`src/rtl/assembler_pkg.sv`:
```
// assembler_pkg: immediate kinds, immediate error codes and ASCII constants shared by the assembler blocks
package assembler_pkg;
    typedef enum logic [1:0] {
        I12  = 2'd0,
        U20  = 2'd1,
        RAW  = 2'd2,
        RSVD = 2'd3
    } imm_kind_t;
    typedef enum logic [1:0] {
        NO_QUOTE      = 2'd0,
        BAD_DIGIT     = 2'd1,
        EMPTY_OR_LONG = 2'd2,
        RANGE         = 2'd3
    } imm_err_t;
    localparam logic [7:0] ASCII_QUOTE = 8'h27;
endpackage

```
`src/rtl/immediate_sequencer_if.sv`:
```
// immediate_sequencer_if: request/result, line-buffer and interpreter signals of the immediate sequencer
//   slave  : the sequencer (drives address, interpreter controls, status and result)
//   master : encoder, line buffer and interpreter around it
interface immediate_sequencer_if #(
    parameter int ADDR_W = 8
);
    import assembler_pkg::*;
    logic              start_in;
    logic [ADDR_W-1:0] start_addr_in;
    imm_kind_t         imm_kind_in;
    logic [ADDR_W-1:0] char_addr_out;
    logic [7:0]        char_in;
    logic              interp_trigger_out;
    logic [7:0]        interp_ascii_out;
    logic              interp_rst_out;
    logic              interp_done_in;
    logic              interp_error_in;
    logic [31:0]       interp_imm_in;
    logic              busy_out;
    logic              imm_valid_out;
    logic [31:0]       imm_out;
    logic              err_out;
    imm_err_t          err_code_out;
    logic [ADDR_W-1:0] next_addr_out;
    modport slave (
        input  start_in, start_addr_in, imm_kind_in, char_in,
               interp_done_in, interp_error_in, interp_imm_in,
        output char_addr_out, interp_trigger_out, interp_ascii_out, interp_rst_out,
               busy_out, imm_valid_out, imm_out, err_out, err_code_out, next_addr_out
    );
    modport master (
        output start_in, start_addr_in, imm_kind_in, char_in,
               interp_done_in, interp_error_in, interp_imm_in,
        input  char_addr_out, interp_trigger_out, interp_ascii_out, interp_rst_out,
               busy_out, imm_valid_out, imm_out, err_out, err_code_out, next_addr_out
    );
endinterface

```
`src/rtl/immediate_sequencer_imm_range_check.sv`:
```
// immediate_sequencer_imm_range_check: range check and extension of an interpreted immediate
//   kind  : requested immediate kind
//   value : raw value from the interpreter
//   ok    : value fits the kind
//   ext   : value sign-extended from bit 11 for I12, unchanged otherwise
module immediate_sequencer_imm_range_check
    import assembler_pkg::*;
(
    input  imm_kind_t   kind,
    input  logic [31:0] value,
    output logic        ok,
    output logic [31:0] ext
);
    always_comb begin
        ok  = kind == I12 ? value <= 32'h0000_0FFF : kind == U20 ? value <= 32'h000F_FFFF : 1'b1;
        ext = kind == I12 ? {{20{value[11]}}, value[11:0]} : value;
    end
endmodule

```
`src/rtl/immediate_sequencer.sv`:
```
// immediate_sequencer: fetches a quoted hex immediate from the line buffer and drives the interpreter
//   clk_in   : clock
//   rst_n_in : asynchronous active-low reset
//   bus      : request/result, line-buffer read port and interpreter handshake (slave side)
module immediate_sequencer
    import assembler_pkg::*;
#(
    parameter int ADDR_W     = 8,
    parameter int MAX_DIGITS = 8
) (
    input logic                  clk_in,
    input logic                  rst_n_in,
    immediate_sequencer_if.slave bus
);
    localparam int CW = $clog2(MAX_DIGITS + 1);
    localparam logic [2:0] S_IDLE    = 3'd0;
    localparam logic [2:0] S_FETCH   = 3'd1;
    localparam logic [2:0] S_CHECK   = 3'd2;
    localparam logic [2:0] S_STREAM  = 3'd3;
    localparam logic [2:0] S_WAIT    = 3'd4;
    localparam logic [2:0] S_REPORT  = 3'd5;
    localparam logic [2:0] S_CLEANUP = 3'd6;

    logic [2:0]        state, nxt;
    logic [ADDR_W-1:0] addr, start_q;
    logic [CW-1:0]     cnt;
    imm_kind_t         kind_q;
    imm_err_t          fail_code;
    logic              ok_q, quote, stream_fail, enter_ok, enter_fail, rc_ok;
    logic [31:0]       rc_ext;

    immediate_sequencer_imm_range_check u_range (
        .kind  (kind_q),
        .value (bus.interp_imm_in),
        .ok    (rc_ok),
        .ext   (rc_ext)
    );

    // interpreter error outranks every character-based decision in STREAM and WAIT
    always_comb begin
        quote       = bus.char_in == ASCII_QUOTE;
        stream_fail = bus.interp_error_in || (quote ? cnt == '0 : cnt == CW'(MAX_DIGITS));
        enter_ok    = state == S_WAIT && !bus.interp_error_in && bus.interp_done_in && rc_ok;
        enter_fail  = (state == S_CHECK && !quote) || (state == S_STREAM && stream_fail) ||
                      (state == S_WAIT && (bus.interp_error_in || (bus.interp_done_in && !rc_ok)));
        fail_code   = state == S_CHECK ? NO_QUOTE : bus.interp_error_in ? BAD_DIGIT :
                      state == S_WAIT ? RANGE : EMPTY_OR_LONG;
        nxt = state;
        case (state)
            S_IDLE:   nxt = bus.start_in ? S_FETCH : S_IDLE;
            S_FETCH:  nxt = S_CHECK;
            S_CHECK:  nxt = enter_fail ? S_REPORT : S_STREAM;
            S_STREAM: nxt = enter_fail ? S_REPORT : quote ? S_WAIT : S_STREAM;
            S_WAIT:   nxt = enter_fail || enter_ok ? S_REPORT : S_WAIT;
            S_REPORT: nxt = ok_q ? S_IDLE : S_CLEANUP;
            default:  nxt = S_IDLE;
        endcase
    end

    always_ff @(posedge clk_in or negedge rst_n_in) begin
        if (!rst_n_in) begin
            state             <= S_IDLE;
            addr              <= '0;
            start_q           <= '0;
            cnt               <= '0;
            kind_q            <= I12;
            ok_q              <= 1'b0;
            bus.imm_out       <= '0;
            bus.err_code_out  <= NO_QUOTE;
            bus.next_addr_out <= '0;
        end else begin
            state <= nxt;
            if (state == S_IDLE && bus.start_in) begin
                addr    <= bus.start_addr_in;
                start_q <= bus.start_addr_in;
                cnt     <= '0;
                kind_q  <= bus.imm_kind_in;
            end
            if (state inside {S_FETCH, S_CHECK, S_STREAM})
                addr <= addr + ADDR_W'(1);
            if (state == S_STREAM && !stream_fail && !quote)
                cnt <= cnt + CW'(1);
            // result registers are loaded on entry so they are valid throughout REPORT
            if (enter_ok || enter_fail) begin
                ok_q              <= enter_ok;
                bus.next_addr_out <= start_q + ADDR_W'(cnt) + ADDR_W'(2);
            end
            if (enter_ok)
                bus.imm_out <= rc_ext;
            if (enter_fail)
                bus.err_code_out <= fail_code;
        end
    end

    assign bus.char_addr_out      = addr;
    assign bus.interp_ascii_out   = bus.char_in;
    // only the first digit starts the interpreter; later digits are consumed by it unprompted
    assign bus.interp_trigger_out = state == S_STREAM && !bus.interp_error_in && !quote && cnt == '0;
    assign bus.interp_rst_out     = !rst_n_in || state == S_CLEANUP;
    assign bus.busy_out           = state != S_IDLE;
    assign bus.imm_valid_out      = state == S_REPORT && ok_q;
    assign bus.err_out            = state == S_REPORT && !ok_q;
endmodule

```
`src/flat_wrapper.sv`:
```
// flat-port wrapper written by rule: the top's interface ports become plain ports
module immediate_sequencer_flat import assembler_pkg::*;
#(
    parameter int ADDR_W     = 8,
    parameter int MAX_DIGITS = 8
)
  (clk_in, rst_n_in, bus_start_in, bus_start_addr_in, bus_imm_kind_in, bus_char_in, bus_interp_done_in, bus_interp_error_in, bus_interp_imm_in, bus_char_addr_out, bus_interp_trigger_out, bus_interp_ascii_out, bus_interp_rst_out, bus_busy_out, bus_imm_valid_out, bus_imm_out, bus_err_out, bus_err_code_out, bus_next_addr_out);
  immediate_sequencer_if #(.ADDR_W(ADDR_W)) bus_i ();
  input logic clk_in;
  input logic rst_n_in;
  input wire logic [$bits(bus_i.start_in)-1:0] bus_start_in;
  input wire logic [$bits(bus_i.start_addr_in)-1:0] bus_start_addr_in;
  input wire logic [$bits(bus_i.imm_kind_in)-1:0] bus_imm_kind_in;
  input wire logic [$bits(bus_i.char_in)-1:0] bus_char_in;
  input wire logic [$bits(bus_i.interp_done_in)-1:0] bus_interp_done_in;
  input wire logic [$bits(bus_i.interp_error_in)-1:0] bus_interp_error_in;
  input wire logic [$bits(bus_i.interp_imm_in)-1:0] bus_interp_imm_in;
  output wire logic [$bits(bus_i.char_addr_out)-1:0] bus_char_addr_out;
  output wire logic [$bits(bus_i.interp_trigger_out)-1:0] bus_interp_trigger_out;
  output wire logic [$bits(bus_i.interp_ascii_out)-1:0] bus_interp_ascii_out;
  output wire logic [$bits(bus_i.interp_rst_out)-1:0] bus_interp_rst_out;
  output wire logic [$bits(bus_i.busy_out)-1:0] bus_busy_out;
  output wire logic [$bits(bus_i.imm_valid_out)-1:0] bus_imm_valid_out;
  output wire logic [$bits(bus_i.imm_out)-1:0] bus_imm_out;
  output wire logic [$bits(bus_i.err_out)-1:0] bus_err_out;
  output wire logic [$bits(bus_i.err_code_out)-1:0] bus_err_code_out;
  output wire logic [$bits(bus_i.next_addr_out)-1:0] bus_next_addr_out;
  assign bus_i.start_in = bus_start_in;
  assign bus_i.start_addr_in = bus_start_addr_in;
  assign bus_i.imm_kind_in = bus_imm_kind_in;
  assign bus_i.char_in = bus_char_in;
  assign bus_i.interp_done_in = bus_interp_done_in;
  assign bus_i.interp_error_in = bus_interp_error_in;
  assign bus_i.interp_imm_in = bus_interp_imm_in;
  assign bus_char_addr_out = bus_i.char_addr_out;
  assign bus_interp_trigger_out = bus_i.interp_trigger_out;
  assign bus_interp_ascii_out = bus_i.interp_ascii_out;
  assign bus_interp_rst_out = bus_i.interp_rst_out;
  assign bus_busy_out = bus_i.busy_out;
  assign bus_imm_valid_out = bus_i.imm_valid_out;
  assign bus_imm_out = bus_i.imm_out;
  assign bus_err_out = bus_i.err_out;
  assign bus_err_code_out = bus_i.err_code_out;
  assign bus_next_addr_out = bus_i.next_addr_out;
  immediate_sequencer #(.ADDR_W(ADDR_W), .MAX_DIGITS(MAX_DIGITS)) u_core (.clk_in(clk_in), .rst_n_in(rst_n_in), .bus(bus_i));
endmodule
```
`config.mk`:
```
export PLATFORM = sky130hd
export DESIGN_NAME = immediate_sequencer_flat
export DESIGN_NICKNAME = d
export VERILOG_FILES = /design/src/rtl/assembler_pkg.sv /design/src/rtl/immediate_sequencer_if.sv /design/src/rtl/immediate_sequencer_imm_range_check.sv /design/src/rtl/immediate_sequencer.sv /design/src/flat_wrapper.sv
export SDC_FILE = /design/constraint.sdc
export NUM_CORES = 1
export LEC_CHECK = 0
export ABC_AREA = 0
export ABC_CLOCK_PERIOD_IN_PS = 6260
export BUFFER_PORTS_ARGS = -buffer_cell sky130_fd_sc_hd__buf_4
export CORE_AREA = 2 2 123 125
export CTS_CLUSTER_SIZE = 25
export DETAILED_ROUTE_END_ITERATION = 6
export DIE_AREA = 0 0 125 127
export GPL_ROUTABILITY_DRIVEN = 0
export PLACE_DENSITY = 0.57
export SETUP_SLACK_MARGIN = 0.5
export SKIP_CTS_REPAIR_TIMING = 1
export SYNTH_ARGS = -nofsm -noshare
export SYNTH_HDL_FRONTEND = slang
export SYNTH_SLANG_ARGS = --single-unit
```
`constraint.sdc`:
```
create_clock -name clk_in -period 6.26 [get_ports clk_in]
set_clock_uncertainty 0.15 [all_clocks]
set_input_delay 1.252 -clock clk_in [delete_from_list [all_inputs] [get_ports clk_in]]
set_output_delay 1.252 -clock clk_in [all_outputs]
set_load 0.005 [all_outputs]
```
==> flow_summary_export.csv <==
group,metric,value,unit
run_status,outcome,"complete, no violations",
grt,grt_util_met1,16.3,%
cells_and_area,area_growth,37.7,%
pwr,seqPwrFrac,35.1,%
clocking,path_clk_slew,50,ps
floorplanning,start_util,24.8,%
cells_and_area,mostFrequentLayoutCell,"buf_4",
timing,period_minus_slack,3670,ps
grt,grtUsageMet3,2.64,%
floorplanning,num_io_pins,118,
pwr,comb_power_share,40.7,%
place,hpwl,7180,um
critical_path,reg2reg_from,"u_core.state[2]$_DFF_PN0_",
floorplanning,die_w,125,um
grt,grt_start_max_net_pins,68,
pwr,p_per_area,488,nW/um^2
timing,fin_tns_setup,0,ps
logic_synthesis,synth_flop_cell,"dfrtp_1",
grt,grt_pass1_vias,3050,
floorplanning,core_area,14400,um^2
timing,slew_violations,0,
logic_synthesis,synth_seq_area_share,47.6,%
critical_path,crit_type,"primary input to output port",
logic_synthesis,syn_nets,411,
floorplanning,rows,44,
timing,rsz0062_at_grt,"false",
floorplanning,die-area,15900,um^2
detailed_routing,detail-route-antenna-nets,0,
timing,worst_pin_slew,891,ps
detailed_routing,dr_total_vias,2993,
grt,antenna_found_initial,0,
clocking,cts_root_buf,"clkbuf_16",
cells_and_area,nNetsFinal,520,
logic_synthesis,syn_area_per_cell,10.4,um^2
detailed_routing,dr.pass1.iters,5,
cells_and_area,drive_above_1_share,41.0,%
detailed_routing,wirelength,9720,um
clocking,clock-sinks,68,
grt,grt_first_pass_wirelength,15400,um
logic_synthesis,synth-seq-cells,68,
cells_and_area,fin_cells,642,
detailed_routing,drt-initial-drc-count,201,
logic_synthesis,syn_inst,344,
pwr,p_int,1.58,mW
grt,gr-total-overflow,0,
pwr,p_clk_share,24.2,%
detailed_routing,via_per_inst,4.66,
critical_path,crit_arrival,2270,ps
grt,gr-usage-met2,18.7,%
logic_synthesis,synth_edf_count,0,
timing,period_share,58.6,%
critical_path,startpoint,"bus_char_in[3]",
clocking,clkLatencyLatePin,330,ps
timing,slew_headroom,40.6,%
timing,hold_viol,0,
logic_synthesis,syn_area,3580,um^2
critical_path,worstPathRequired,4860,ps
logic_synthesis,ys_types,51,
detailed_routing,drc,0,
critical_path,cp_max_fo,3,
min_path,hold_start,"u_core.start_q[3]$_DFFE_PN0P_",
cells_and_area,fin_util,34.1,%
logic_synthesis,yosysWarnings,0,
place,io_buffers,117,
clocking,tritoncts,"yes",
flow_run,maxCapViolations,0,
pwr,irDropWorstVdd,0.197,mV
timing,setup_viol,0,
timing,max_freq,0.273,GHz
pwr,p_leak,2.52,nW
pwr,swShare,34.2,%
clocking,cts_max_path_buffers,2,
min_path,hold_path_class,"register to register",
logic_synthesis,synth-async-reset-ratio,100,%
clocking,cts_buffers,9,
pwr,p_switching,0.822,mW
critical_path,startpoint_type,"primary input",
clocking,ctsHtreeMaxLevel,3,
place,place_inst,626,
floorplanning,die_y,127,um
grt,grt_busiest_layer,"met2",
grt,grt.total_usage,12.2,%
cells_and_area,final_cell_mix,"buf_4, dfrtp_1, nand2_1",
cells_and_area,diodes,0,
detailed_routing,wl_per_cell,15.1,um
critical_path,cp-end-kind,"output port",
-- path summary, 6_finish.rpt --
check / endpoint / slack [ps] / cells after the start
min: u_core.start_q[3]$_DFFE_PN0P_ / 340 / 2
min reg2reg: u_core.start_q[3]$_DFFE_PN0P_ / 340 / 2
min in group asynchronous: u_core.start_q[5]$_DFFE_PN0P_ / 570 / 1
max reg2reg: u_core.cnt[2]$_DFFE_PN0P_ / 3750 / 5
max in group asynchronous: u_core.bus.err_code_out[1]$_DFFE_PN0P_ / 4320 / 2
max: bus_interp_trigger_out / 2590 / 5
-- kinds of logic (layout without fill, tap and decap cells) --
group | after synthesis | after routing | share of synthesized area, %
AND/OR/NAND/NOR | 110 | 110 | 15.3
AO/OA/AOI/OAI | 71 | 71 | 12.8
flip-flops | 68 | 68 | 47.6
multiplexers | 42 | 42 | 13.7
buffers and inverters | 36 | 150 | 5.04
adder cells (fa/ha/maj) | 12 | 12 | 4.41
XOR/XNOR | 5 | 5 | 1.22
-- cells in the mapped netlist (4+ instances only) --
library cell	instances	area [um^2]
mux2_2	36	405
nand2_1	57	214
nand3_1	9	45.0
inv_1	13	48.8
nor4_1	5	31.3
clkbuf_1	8	30.0
ha_1	11	138
o21ai_0	39	195
a21oi_1	11	55.1
o211a_1	4	40.0
buf_2	6	30.0
mux2_4	5	75.1
buf_4	8	60.1
and3_1	6	37.5
dfrtp_1	68	1700
nor2_1	11	41.3
-- layer usage --
metal  vias up  share of wire, %
li1       1419                 -
met1      1450                46
met2       110                47
met3        14               5.3
met4         0               2.2
met5         -                 0
-- flip-flops by register name (all words and copies together), names as in the netlist --
name	cells
u_core.bus.char_addr_out	8
u_core.bus.err_code_out	2
u_core.bus.imm_out	32
u_core.bus.next_addr_out	8
u_core.cnt	4
u_core.kind_q	2
u_core.ok_q	1
u_core.start_q	8
u_core.state	3
-- worst max-delay path, stage by stage --
cell and delay (ps):
buf_4 110, nand4b_1 270, nor3_1 380, nor4_1 100, buf_4 150
-- power by group through the flow --
stage,clock [mW],sequential (mW),combinational (mW)
final,0.581,0.843,0.979
after global routing,0.618,0.880,1.09
after CTS,0.600,0.842,0.996
after detailed placement,0,0.848,0.990
after global placement,0,0.838,0.974
after floorplan,0,0.782,0.601
-- final cells by class --
cell class / instances / area [um^2]
repair buffers: 121 / 908
clock buffers: 9 / 225
well taps: 184 / 230
flip-flops and latches: 68 / 1700
fillers: 1505 / 9500
clock inverters: 7 / 115
multi-input cells: 240 / 1700
inverters: 13 / 48.8
-- per-stage QoR --
stage | power [mW] | hold WS (ps) | instance area [um^2] | worst slack (ps)
3_5_place_dp | 1.84 | 328 | 4580 | 2590
4_1_cts | 2.44 | 343 | 4920 | 2590
6_report | 2.40 | 341 | 4920 | 2590
5_1_grt | 2.59 | 370 | 4920 | 2490
2_1_floorplan | 1.38 | 300 | 3580 | 2930
3_3_place_gp | 1.81 | 320 | 4580 | 2620
No activity file was read; power rests on OpenSTA's default activity.
